<file path="config.mk">
export PLATFORM = sky130hd
export DESIGN_NAME = alu_mc
export DESIGN_NICKNAME = d
export VERILOG_FILES = /design/src/rtl/alu_mc_pkg.sv /design/src/rtl/alu_mc_comb.sv /design/src/rtl/alu_mc.sv
export SDC_FILE = /design/constraint.sdc
export NUM_CORES = 1
export LEC_CHECK = 0
export CAP_MARGIN = 30
export CELL_PAD_IN_SITES_DETAIL_PLACEMENT = 1
export CELL_PAD_IN_SITES_GLOBAL_PLACEMENT = 1
export CORE_ASPECT_RATIO = 2
export CORE_MARGIN = 3
export CORE_UTILIZATION = 41
export CTS_CLUSTER_DIAMETER = 40
export DETAILED_ROUTE_END_ITERATION = 12
export PLACE_DENSITY = 0.79
export SLEW_MARGIN = 10
export SYNTH_ARGS = -nofsm -noshare
export SYNTH_HDL_FRONTEND = slang
export SYNTH_SLANG_ARGS = --single-unit
export TNS_END_PERCENT = 10
</file>
<file path="constraint.sdc">
create_clock -name clk -period 5.1 [get_ports clk]
set_input_delay 0.765 -clock clk [delete_from_list [all_inputs] [get_ports clk]]
set_output_delay 0.765 -clock clk [all_outputs]
set_load 0.005 [all_outputs]
</file>
<file path="src/rtl/alu_mc_pkg.sv">
// rtl/alu_mc_pkg.sv - op codes and FSM state encoding for the multi-cycle ALU
package alu_mc_pkg;

    localparam logic [3:0] OP_ADD  = 4'b0000;
    localparam logic [3:0] OP_SUB  = 4'b0001;
    localparam logic [3:0] OP_AND  = 4'b0010;
    localparam logic [3:0] OP_OR   = 4'b0011;
    localparam logic [3:0] OP_SRL  = 4'b0100;
    localparam logic [3:0] OP_SRA  = 4'b0101;
    localparam logic [3:0] OP_SLL  = 4'b0110;
    localparam logic [3:0] OP_XOR  = 4'b0111;
    localparam logic [3:0] OP_MULU = 4'b1000;
    localparam logic [3:0] OP_DIVU = 4'b1001;

    typedef enum logic [1:0] {
        S_IDLE = 2'd0,
        S_MUL  = 2'd1,
        S_DIV  = 2'd2,
        S_DONE = 2'd3
    } state_t;

endpackage

</file>
<file path="src/rtl/alu_mc_comb.sv">
// rtl/alu_mc_comb.sv - combinational datapath for the single-cycle ALU ops
// Optional ALU_MC_OVF_EN adds the signed-overflow flag for ADD/SUB.
module alu_mc_comb
    import alu_mc_pkg::*;
#(
    parameter int WIDTH = 32
) (
    input  logic [3:0]       op_i,
    input  logic [WIDTH-1:0] a_i,
    input  logic [WIDTH-1:0] b_i,
`ifdef ALU_MC_OVF_EN
    output logic             ovf_o,
`endif
    output logic [WIDTH-1:0] res_o
);

    localparam int SHW = $clog2(WIDTH);

    logic [WIDTH-1:0] sum;
    logic [WIDTH-1:0] diff;
    logic [SHW-1:0]   sh;

    assign sum  = a_i + b_i;
    assign diff = a_i - b_i;
    assign sh   = b_i[SHW-1:0];

    always_comb begin
        res_o = '0;
        case (op_i)
            OP_ADD:  res_o = sum;
            OP_SUB:  res_o = diff;
            OP_AND:  res_o = a_i & b_i;
            OP_OR:   res_o = a_i | b_i;
            OP_SRL:  res_o = a_i >> sh;
            OP_SRA:  res_o = $signed(a_i) >>> sh;
            OP_SLL:  res_o = a_i << sh;
            OP_XOR:  res_o = a_i ^ b_i;
            default: res_o = '0;
        endcase
    end

`ifdef ALU_MC_OVF_EN
    // Overflow: operands agree in sign (ADD) or differ (SUB) and the result sign flips.
    always_comb begin
        ovf_o = 1'b0;
        if (op_i == OP_ADD) begin
            ovf_o = (a_i[WIDTH-1] == b_i[WIDTH-1]) && (sum[WIDTH-1] != a_i[WIDTH-1]);
        end else if (op_i == OP_SUB) begin
            ovf_o = (a_i[WIDTH-1] != b_i[WIDTH-1]) && (diff[WIDTH-1] != a_i[WIDTH-1]);
        end
    end
`endif

endmodule

</file>
<file path="src/rtl/alu_mc.sv">
// rtl/alu_mc.sv - multi-cycle ALU with iterative unsigned mul/div and valid/ready handshakes
// Optional ALU_MC_OVF_EN adds the registered ovf output.
module alu_mc
    import alu_mc_pkg::*;
#(
    parameter int WIDTH = 32
) (
    input  logic             clk,
    input  logic             reset,
    input  logic             in_valid,
    output logic             in_ready,
    input  logic [3:0]       op,
    input  logic [WIDTH-1:0] a,
    input  logic [WIDTH-1:0] b,
    output logic             out_valid,
    input  logic             out_ready,
    output logic [WIDTH-1:0] result,
    output logic [WIDTH-1:0] result_hi,
`ifdef ALU_MC_OVF_EN
    output logic             ovf,
`endif
    output logic             busy
);

    localparam int             SHW      = $clog2(WIDTH);
    localparam logic [SHW-1:0] CNT_LAST = SHW'(WIDTH - 1);

    state_t           state_q, state_d;
    logic [WIDTH-1:0] opnd_q, opnd_d;
    logic [WIDTH-1:0] hi_q, hi_d;
    logic [WIDTH-1:0] lo_q, lo_d;
    logic [SHW-1:0]   cnt_q, cnt_d;
    logic [WIDTH-1:0] result_q, result_d;
    logic [WIDTH-1:0] result_hi_q, result_hi_d;
`ifdef ALU_MC_OVF_EN
    logic             ovf_q, ovf_d;
    logic             comb_ovf;
`endif

    logic [WIDTH-1:0] comb_res;
    logic [WIDTH:0]   mul_sum;
    logic [WIDTH:0]   rem_shift;
    logic [WIDTH:0]   div_diff;
    logic             div_ok;
    logic [WIDTH-1:0] rem_next;
    logic [WIDTH-1:0] quo_next;

    alu_mc_comb #(
        .WIDTH(WIDTH)
    ) u_comb (
        .op_i  (op),
        .a_i   (a),
        .b_i   (b),
`ifdef ALU_MC_OVF_EN
        .ovf_o (comb_ovf),
`endif
        .res_o (comb_res)
    );

    // MUL: {hi,lo} shifts right each step; lo starts as the multiplier and fills with product bits.
    assign mul_sum   = {1'b0, hi_q} + {1'b0, {WIDTH{lo_q[0]}} & opnd_q};

    // DIV: lo starts as the dividend and shifts left, taking quotient bits in at the bottom.
    assign rem_shift = {hi_q, lo_q[WIDTH-1]};
    assign div_diff  = rem_shift - {1'b0, opnd_q};
    assign div_ok    = ~div_diff[WIDTH];
    assign rem_next  = div_ok ? div_diff[WIDTH-1:0] : rem_shift[WIDTH-1:0];
    assign quo_next  = {lo_q[WIDTH-2:0], div_ok};

    always_comb begin
        state_d     = state_q;
        opnd_d      = opnd_q;
        hi_d        = hi_q;
        lo_d        = lo_q;
        cnt_d       = cnt_q;
        result_d    = result_q;
        result_hi_d = result_hi_q;
`ifdef ALU_MC_OVF_EN
        ovf_d       = ovf_q;
`endif
        case (state_q)
            S_IDLE: begin
                if (in_valid) begin
`ifdef ALU_MC_OVF_EN
                    ovf_d = comb_ovf;
`endif
                    if (op == OP_MULU || op == OP_DIVU) begin
                        opnd_d  = (op == OP_MULU) ? a : b;
                        lo_d    = (op == OP_MULU) ? b : a;
                        hi_d    = '0;
                        cnt_d   = '0;
                        state_d = (op == OP_MULU) ? S_MUL : S_DIV;
                    end else begin
                        result_d    = comb_res;
                        result_hi_d = '0;
                        state_d     = S_DONE;
                    end
                end
            end
            S_MUL: begin
                hi_d  = mul_sum[WIDTH:1];
                lo_d  = {mul_sum[0], lo_q[WIDTH-1:1]};
                cnt_d = cnt_q + 1'b1;
                if (cnt_q == CNT_LAST) begin
                    result_d    = {mul_sum[0], lo_q[WIDTH-1:1]};
                    result_hi_d = mul_sum[WIDTH:1];
                    state_d     = S_DONE;
                end
            end
            S_DIV: begin
                hi_d  = rem_next;
                lo_d  = quo_next;
                cnt_d = cnt_q + 1'b1;
                if (cnt_q == CNT_LAST) begin
                    result_d    = quo_next;
                    result_hi_d = rem_next;
                    state_d     = S_DONE;
                end
            end
            S_DONE: begin
                if (out_ready) begin
                    state_d = S_IDLE;
                end
            end
            default: state_d = S_IDLE;
        endcase
    end

    always_ff @(posedge clk or posedge reset) begin
        if (reset) begin
            state_q     <= S_IDLE;
            opnd_q      <= '0;
            hi_q        <= '0;
            lo_q        <= '0;
            cnt_q       <= '0;
            result_q    <= '0;
            result_hi_q <= '0;
`ifdef ALU_MC_OVF_EN
            ovf_q       <= 1'b0;
`endif
        end else begin
            state_q     <= state_d;
            opnd_q      <= opnd_d;
            hi_q        <= hi_d;
            lo_q        <= lo_d;
            cnt_q       <= cnt_d;
            result_q    <= result_d;
            result_hi_q <= result_hi_d;
`ifdef ALU_MC_OVF_EN
            ovf_q       <= ovf_d;
`endif
        end
    end

    assign in_ready  = (state_q == S_IDLE);
    assign out_valid = (state_q == S_DONE);
    assign busy      = (state_q == S_MUL) || (state_q == S_DIV);
    assign result    = result_q;
    assign result_hi = result_hi_q;
`ifdef ALU_MC_OVF_EN
    assign ovf       = ovf_q;
`endif

endmodule

</file>
==> results of run 1 <==
[cell type report]
class | count | area share
Multi-Input combinational cell | 1983 | 0.618
Sequential cell | 167 | 0.183
Timing Repair Buffer | 304 | 0.116
Tap cell | 627 | 0.0344
Inverter | 139 | 0.0231
Clock buffer | 18 | 0.0188
Clock inverter | 14 | 0.00621
Antenna cell | 1 | 0.000110
[per-stage QoR]
| step | setup WS [ns] | area [sq um] |
|---|---|---|
| floorplan | 0.278 | 19400 |
| global placement | 0.0284 | 22200 |
| detailed placement | -0.0232 | 22200 |
| CTS | 0.447 | 22800 |
| global route | 0.123 | 22800 |
| finish | 0.351 | 22800 |
[layer usage]
metal / wire length [microns] / track usage
met1: 31700 / 0.369
met2: 46500 / 0.649
met3: 4120 / 0.0409
met4: 9080 / 0.291
met5: 11 / 0
[kinds of logic (layout without fill, tap and decap cells)]
logic type               after synthesis  count (layout)  synth area share
flip-flops                           167             167             0.215
buffers and inverters                316             475            0.0632
adder cells (fa/ha/maj)              171             171             0.111
multiplexers                         168             168             0.122
other                                  0               1                 0
XOR/XNOR                             108             108            0.0487
AO/OA/AOI/OAI                        816             816             0.275
AND/OR/NAND/NOR                      720             720             0.165
[Yosys cell counts (5+ instances only)]
| library cell | instances | area share |
|---|---|---|
| nand2_1 | 275 | 0.053 |
| nor2_1 | 230 | 0.044 |
| o21ai_0 | 200 | 0.052 |
| a21oi_1 | 179 | 0.046 |
| ha_1 | 168 | 0.11 |
| dfrtp_1 | 167 | 0.22 |
| inv_1 | 136 | 0.026 |
| clkbuf_1 | 135 | 0.026 |
| mux2i_1 | 102 | 0.053 |
| xnor2_1 | 81 | 0.037 |
| mux4_2 | 53 | 0.061 |
| and2_1 | 47 | 0.015 |
| o21ai_1 | 47 | 0.012 |
| a21o_1 | 45 | 0.017 |
| o211ai_1 | 36 | 0.014 |
| a22o_1 | 34 | 0.015 |
| nor3_1 | 28 | 0.0072 |
| o21a_1 | 27 | 0.010 |
| xor2_1 | 27 | 0.012 |
| a31oi_1 | 25 | 0.0081 |
| nand3_1 | 25 | 0.0064 |
| a221oi_1 | 24 | 0.011 |
| buf_1 | 24 | 0.0046 |
| a211oi_1 | 23 | 0.0089 |
| a22oi_1 | 23 | 0.0089 |
| and3_1 | 18 | 0.0058 |
| nand4_1 | 18 | 0.0058 |
| or3_1 | 18 | 0.0058 |
| a211o_1 | 16 | 0.0072 |
| o31ai_1 | 16 | 0.0062 |
| nand2b_1 | 15 | 0.0048 |
| nor2b_1 | 15 | 0.0048 |
| buf_2 | 14 | 0.0036 |
| a221o_1 | 13 | 0.0067 |
| mux2_2 | 12 | 0.0070 |
| o22ai_1 | 11 | 0.0035 |
| o2111ai_1 | 10 | 0.0045 |
| o21bai_1 | 9 | 0.0035 |
| a2111oi_0 | 8 | 0.0036 |
| a311oi_1 | 8 | 0.0036 |
| a21boi_0 | 7 | 0.0027 |
| nor3b_1 | 7 | 0.0027 |
| a41oi_1 | 6 | 0.0027 |
| or2_2 | 6 | 0.0019 |
| nor4_1 | 5 | 0.0016 |
[worst max-delay path by stage]
stage | startpoint | end | cells after the start
CTS | b[5] | result[30] | 21
global route | b[5] | result[30] | 21
detailed placement | b[5] | result[30] | 21
global placement | b[19] | result[30] | 16
floorplan | b[0] | result[30] | 22
finish | b[19] | result[30] | 16
[critical path: cells and delay by family]
kind	cells	cell delay, ns
compound gates	5	0.76
mux	1	0.21
buf+inv	1	0.52
xor+xnor	1	0.14
fa+ha+maj	1	0.30
simple gates	7	2.39
[where the power goes]
part	switching [mW]	leakage [nW]	total, mW	internal (mW)
Clock	0.621	0.277	1.31	0.686
Combinational	6.08	7.59	9.95	3.87
Sequential	0.619	2.19	2.57	1.95
Total	7.32	10.1	13.8	6.50
[state kept, by name, summed over array words and instances (netlist names)]
name,cells
cnt_q,5
hi_q,32
lo_q,32
opnd_q,32
result,32
result_hi,32
state_q,2
==> results by group, run 1 <==
Run status
  • Status: finished clean

Setup path
  • CP Max Fanout: 4
  • Worst Path Required: 5.43 ns
  • CP Capture Type: register
  • Worst Path Arrival: 5.08 ns
  • Reg-to-reg setup timing slack: between 0.5 and 0.6 ns
  • WS Path Type: in2reg
  • Element type at the critical path start: input pin
  • Reg-to-Reg Start: hi_q[21]
  • Crit path largest cell delay: 0.58 ns
  • Worst r2r path cells: 10
  • CP max-delay cell: or4_1
  • Cell Chain, Critical Path: clkdlybuf4s50_1 > or4_1 > or3_1 > nor2_1 > nand4_1 > nor2_1 > a21oi_1 > xnor2_1 > ha_1 > a21oi_1 > nor2b_1 > or3_1 > o22a_1 > o21ai_0 > mux2i_1 > o21ai_0
  • R2R Path End: result_hi[26]

Global route
  • Initial antenna violation count: 2
  • Global-route wire length before repair: around 140 mm
  • Vias in the first global route: 22000
  • GRT Util Overall: 0.358
  • Largest net degree at the start of global routing: between 150 and 200
  • Grt total ovfl: 0

Place
  • PortBufs: ~140
  • RePlAce Congestion: 1.09
  • Post-DP HPWL: just over 70 mm
  • DP Cell Count: 3219

Timing
  • Worst slew pin tran: ~1.1 ns
  • Skew final: 0.00895 ns
  • Max-slew violations: 0
  • Final setup TNS: 0 ns
  • Unrepaired setup endpoints after global routing: false
  • Finish-stage setup viols: 0
  • Final Critical Period: ~4.7 ns
  • Rel. slew slack: 0.259
  • Final Hold Viols: 0
  • Fmax: 0.211 GHz
  • Part of the cycle the worst path needs: 0.931
  • Fin Hold WS: 0.485 ns

Layout
  • Share of layout cells above drive strength 1: 0.115
  • Nets: between 2000 and 3000
  • Commonest non-fill, non-tap cell in the layout: nand2_1
  • Most frequent cells in the layout: nand2_1, nor2_1, o21ai_0
  • Multi-input logic area: 14100 sq um
  • Util after Layout: 0.487
  • Fillcell total: around 5800
  • Finished Layout Cells: 3253
  • Area Overhead vs Synth: 17.3%
  • Register area: about 4200 sq um

Synthesis
  • Sequential share of the synthesized area: 0.215
  • Synthesized flop and latch total: 167
  • Synthesized area per cell: 7.87 sq um
  • Main synth FF type: dfrtp_1
  • Post-Syn Nets: 2709
  • Post-synth EDFFs: 0
  • Syn. warnings: 0
  • Mapped Cells: between 2000 and 2500
  • Post-Syn Area: 19400 sq um
  • Async SR Flop Fraction: 1.00
  • Synth cell types: between 80 and 90

Route
  • WL/cell: 28.1 microns
  • Routed vias/inst: 6.36
  • Vias: 20700
  • DRT Wirelength: 91.4 mm
  • DRT antenna net count: 0
  • Drt first pass iters: 8
  • Post-route DRC violation count: 0
  • DR iter-0 viols: 1448

Min path
  • Hold Path Class: reg2reg
  • Hold path cells: 2
  • Hold Crit Endpoint: result_hi[6]
  • Hold wc startpoint: result_hi[6]

Floorplanning
  • Die height: 314 microns
  • Initial Util: 0.415
  • Std cell rows: 112
  • Die area: approximately 50000 sq um
  • Core area: 46800 sq um
  • Die width: 160 microns
  • # IOs: 139

Power
  • PwrDens: a little over 600 nW/um^2
  • P_leak: 10.1 nW
  • Worst ir drop on vdd: 0.433 mV
  • Power, Total: 13.8 mW

Clock tree
  • Clk slew on worst S/H paths: 0.07 ns
  • CTS Buf Count: 17
  • Num Clock Sinks: 167
  • TritonCTS clock tree: yes
  • Cts hold-fix bufs: 0
  • Clock tree buffer depth: 2
  • Clock latency on the worst-skew pair: 0.45 ns
  • Post-CTS Repair Setup Buffers: 0
  • CTS resizes: 0
  • CTS Root Cell: clkbuf_16
  • CTS H-tree depth: 4

Flow run
  • Max Cap Viol: 0
(Power assumes the default switching activity.)
==> run 2, diff against run 1 <==
--- a/config.mk
+++ b/config.mk
@@ -5,16 +5,17 @@
 export SDC_FILE = /design/constraint.sdc
 export NUM_CORES = 1
 export LEC_CHECK = 0
+export ABC_AREA = 1
 export CAP_MARGIN = 30
 export CELL_PAD_IN_SITES_DETAIL_PLACEMENT = 1
 export CELL_PAD_IN_SITES_GLOBAL_PLACEMENT = 1
 export CORE_ASPECT_RATIO = 2
 export CORE_MARGIN = 3
-export CORE_UTILIZATION = 41
+export CORE_UTILIZATION = 39
 export CTS_CLUSTER_DIAMETER = 40
 export DETAILED_ROUTE_END_ITERATION = 12
-export PLACE_DENSITY = 0.79
-export SLEW_MARGIN = 10
+export PLACE_DENSITY = 0.81
+export SLEW_MARGIN = 5
 export SYNTH_ARGS = -nofsm -noshare
 export SYNTH_HDL_FRONTEND = slang
 export SYNTH_SLANG_ARGS = --single-unit
==> run 2 against run 1 <==
Net effect: via count increased by 34%; die area is 17% higher; largest power group unchanged; register-to-register slack gained 0.86 ns; synthesized cell count up 53%; critical endpoint is now result[26]; count of clock-buffer cells in the layout stayed put; first-iteration DRC count up 34%.
==> results by group, run 2 <==
Global route
  • Largest net degree at the start of global routing: 95
  • GRT Util Overall: 0.412
  • Global-route wire length before repair: 181 mm
  • Grt total ovfl: 0
  • Vias in the first global route: 29700
  • Initial antenna violation count: 2

Layout
  • Nets: 4110
  • Commonest non-fill, non-tap cell in the layout: nand2_1
  • Most frequent cells in the layout: nand2_1, nand3_1, inv_1
  • Util after Layout: 0.453
  • Share of layout cells above drive strength 1: 0.0508
  • Area Overhead vs Synth: 14.0%

Synthesis
  • Post-synth top area share: 0.215
  • Mapped Cells: 3766
  • Syn. warnings: 0
  • Synthesized flop and latch total: 167
  • Async SR Flop Fraction: 1.00
  • Synth cell types: 49
  • Main synth FF type: dfrtp_1
  • Synthesized area per cell: 5.78 sq um
  • Leading post-synthesis cells by cell area: nand2_1, dfrtp_1, nand3_1
  • Most frequent cells after synthesis: nand2_1, nand3_1, inv_1
  • Count leader, synth: nand2_1
  • Sequential share of the synthesized area: 0.192
  • Post-synth EDFFs: 0
  • Post-Syn Area: 21800 sq um
  • Synth area leader: nand2_1
  • Post-Syn Nets: between 4000 and 5000

Floorplanning
  • # IOs: around 140
  • Die height: roughly 340 microns
  • Die area: 58800 sq um
  • Std cell rows: 121
  • Die width: 173 microns
  • Initial Util: 0.397
  • Core area: approximately 55000 sq um

Setup path
  • WS Path Type: in2reg
  • CP Max Fanout: 6
  • Worst Path Arrival: 5.23 ns
  • Element type at the critical path start: input pin
  • Worst Path Required: 5.47 ns
  • Worst r2r path cells: 16
  • CP Capture Type: register

Timing
  • Final Hold Viols: 0
  • Worst slew pin tran: 1.06 ns
  • Fin Hold WS: 0.479 ns
  • Max-slew violations: 0
  • Skew final: 0.0192 ns
  • Part of the cycle the worst path needs: 0.955
  • Final Critical Period: approximately 4.9 ns
  • Fmax: 0.205 GHz
  • Finish-stage setup viols: 0
  • Unrepaired setup endpoints after global routing: false
  • Setup WS post-layout: around 0.23 ns
  • Rel. slew slack: 0.296

Clock tree
  • CTS Root Cell: clkbuf_16
  • Clock tree buffer depth: 2
  • Cts hold-fix bufs: 0
  • CTS H-tree depth: 4
  • Num Clock Sinks: 167
  • Post-CTS Repair Setup Buffers: 0
  • CTS Buf Count: 17
  • Clk slew on worst S/H paths: about 0.08 ns
  • CTS resizes: 0
  • Clock latency on the worst-skew pair: about 0.48 ns
  • TritonCTS clock tree: yes

Route
  • Drt first pass iters: 5
  • DR iter-0 viols: slightly below 2000
  • Vias: 27800
  • DRT Wirelength: approximately 120 mm
  • Routed vias/inst: 6.01
  • Post-route DRC violation count: 0
  • WL/cell: 26.9 microns
  • DRT antenna net count: 0

Power
  • Sw frac: 0.559
  • PwrDens: ~450 nW/um^2
  • Switching power: between 6 and 7 mW
  • P_leak: between 10 and 15 nW
  • Power Internal: 4.93 mW
  • Clock Power Share: 0.121
  • Worst ir drop on vdd: 0.581 mV
  • Power, Total: 11.2 mW
  • Combinational share of power: 0.677
  • Sequential Power Share: 0.202

Min path
  • Hold Path Class: reg2reg
  • Hold path cells: 2

Place
  • Post-DP HPWL: around 100 mm
  • Setup slack at placement: -0.136 ns
  • RePlAce Congestion: 1.04
  • PortBufs: 138

Flow run
  • Max Cap Viol: 0

Run status
  • Status: finished clean
[run 2: cell count changes in the layout (fill, tap and decap cells not counted), sizes merged, moves of 43 or more]
cell   change
a21o      -43
a21oi    +126
buf       -66
inv      +346
mux2i    -101
mux4      -53
nand2    +979
nand3    +465
o21ai     -92
xnor2     -67
[run 2: path summary, 6_finish.rpt]
| path | endpoint | start | slack, ns |
|---|---|---|---|
| min in group asynchronous | result_hi[19] | reset | 0.65 |
| worst max register to register | result_hi[30] | lo_q[0] | 1.44 |
| worst max-delay path | result[26] | b[11] | 0.23 |
| worst min-delay path | result_hi[20] | result_hi[20] | 0.48 |
| worst min register to register | result_hi[20] | result_hi[20] | 0.48 |
| max in group asynchronous | lo_q[2] | reset | 3.54 |
[run 2: kinds of logic (layout without fill, tap and decap cells)]
family                     Yosys count  count (layout)  share of synthesized area
AOI/OAI and AO/OA                  626             626                      0.163
xor gates and xnor gates            46              46                     0.0185
adders and majority gates          171             171                     0.0994
buffers and inverters              646             759                      0.116
DFF                                167             167                      0.192
muxes                                1               1                   0.000460
other                                0               2                          0
and+or+nand+nor                   2109            2109                      0.411
[run 2: layout make-up]
type	instances	area, sq um
clock buffer	18	439
sequential	167	4180
timing repair buffer	241	2210
multi-input combinational	2953	15100
antenna	2	5.00
inverter	487	1830
fill	7798	30000
tap	738	923
clock inverter	13	118
[run 2: critical path: stages]
cell and delay (ns):
clkdlybuf4s50_1 0.56, nor2_1 0.25, inv_1 0.06, nor3_1 0.22, nand3_1 0.41, inv_2 0.13, nand4_1 0.20, o21ai_2 0.30
nand2_1 0.12, xor2_1 0.17, ha_1 0.36, nand2_1 0.15, nor2_1 0.28, nand2_1 0.17, nor3_1 0.29, nand2_1 0.26
nand3_1 0.15, nand2_1 0.07, nand3_1 0.09, nand2_1 0.08, nand2_1 0.07, a21oi_1 0.08
[run 2: stage by stage]
step / setup TNS, ns / std cells / area, sq um
2_1_floorplan: 0 / 3766 / 21800
3_3_place_gp: -0.123 / 4584 / 24200
3_5_place_dp: -0.136 / 4586 / 24200
4_1_cts: 0 / 4617 / 24800
5_1_grt: 0 / 4618 / 24800
6_report: 0 / 4619 / 24800
[run 2: power groups by stage]
| stage | Clock (mW) | Sequential [mW] | Combinational, mW |
|---|---|---|---|
| after floorplan | 0 | 2.15 | 4.51 |
| after global placement | 0 | 2.25 | 7.19 |
| after detailed placement | 0 | 2.26 | 7.37 |
| after CTS | 1.36 | 2.24 | 7.42 |
| after global routing | 1.42 | 2.30 | 8.19 |
| final | 1.35 | 2.25 | 7.55 |
[run 2: per-layer routing]
layer	vias to the layer above	global-route usage	share of wire
met5	-	0	0
met2	1218	0.741	0.50
met1	13400	0.368	0.31
met4	0	0.468	0.14
met3	656	0.0579	0.050
li1	12500	-	-
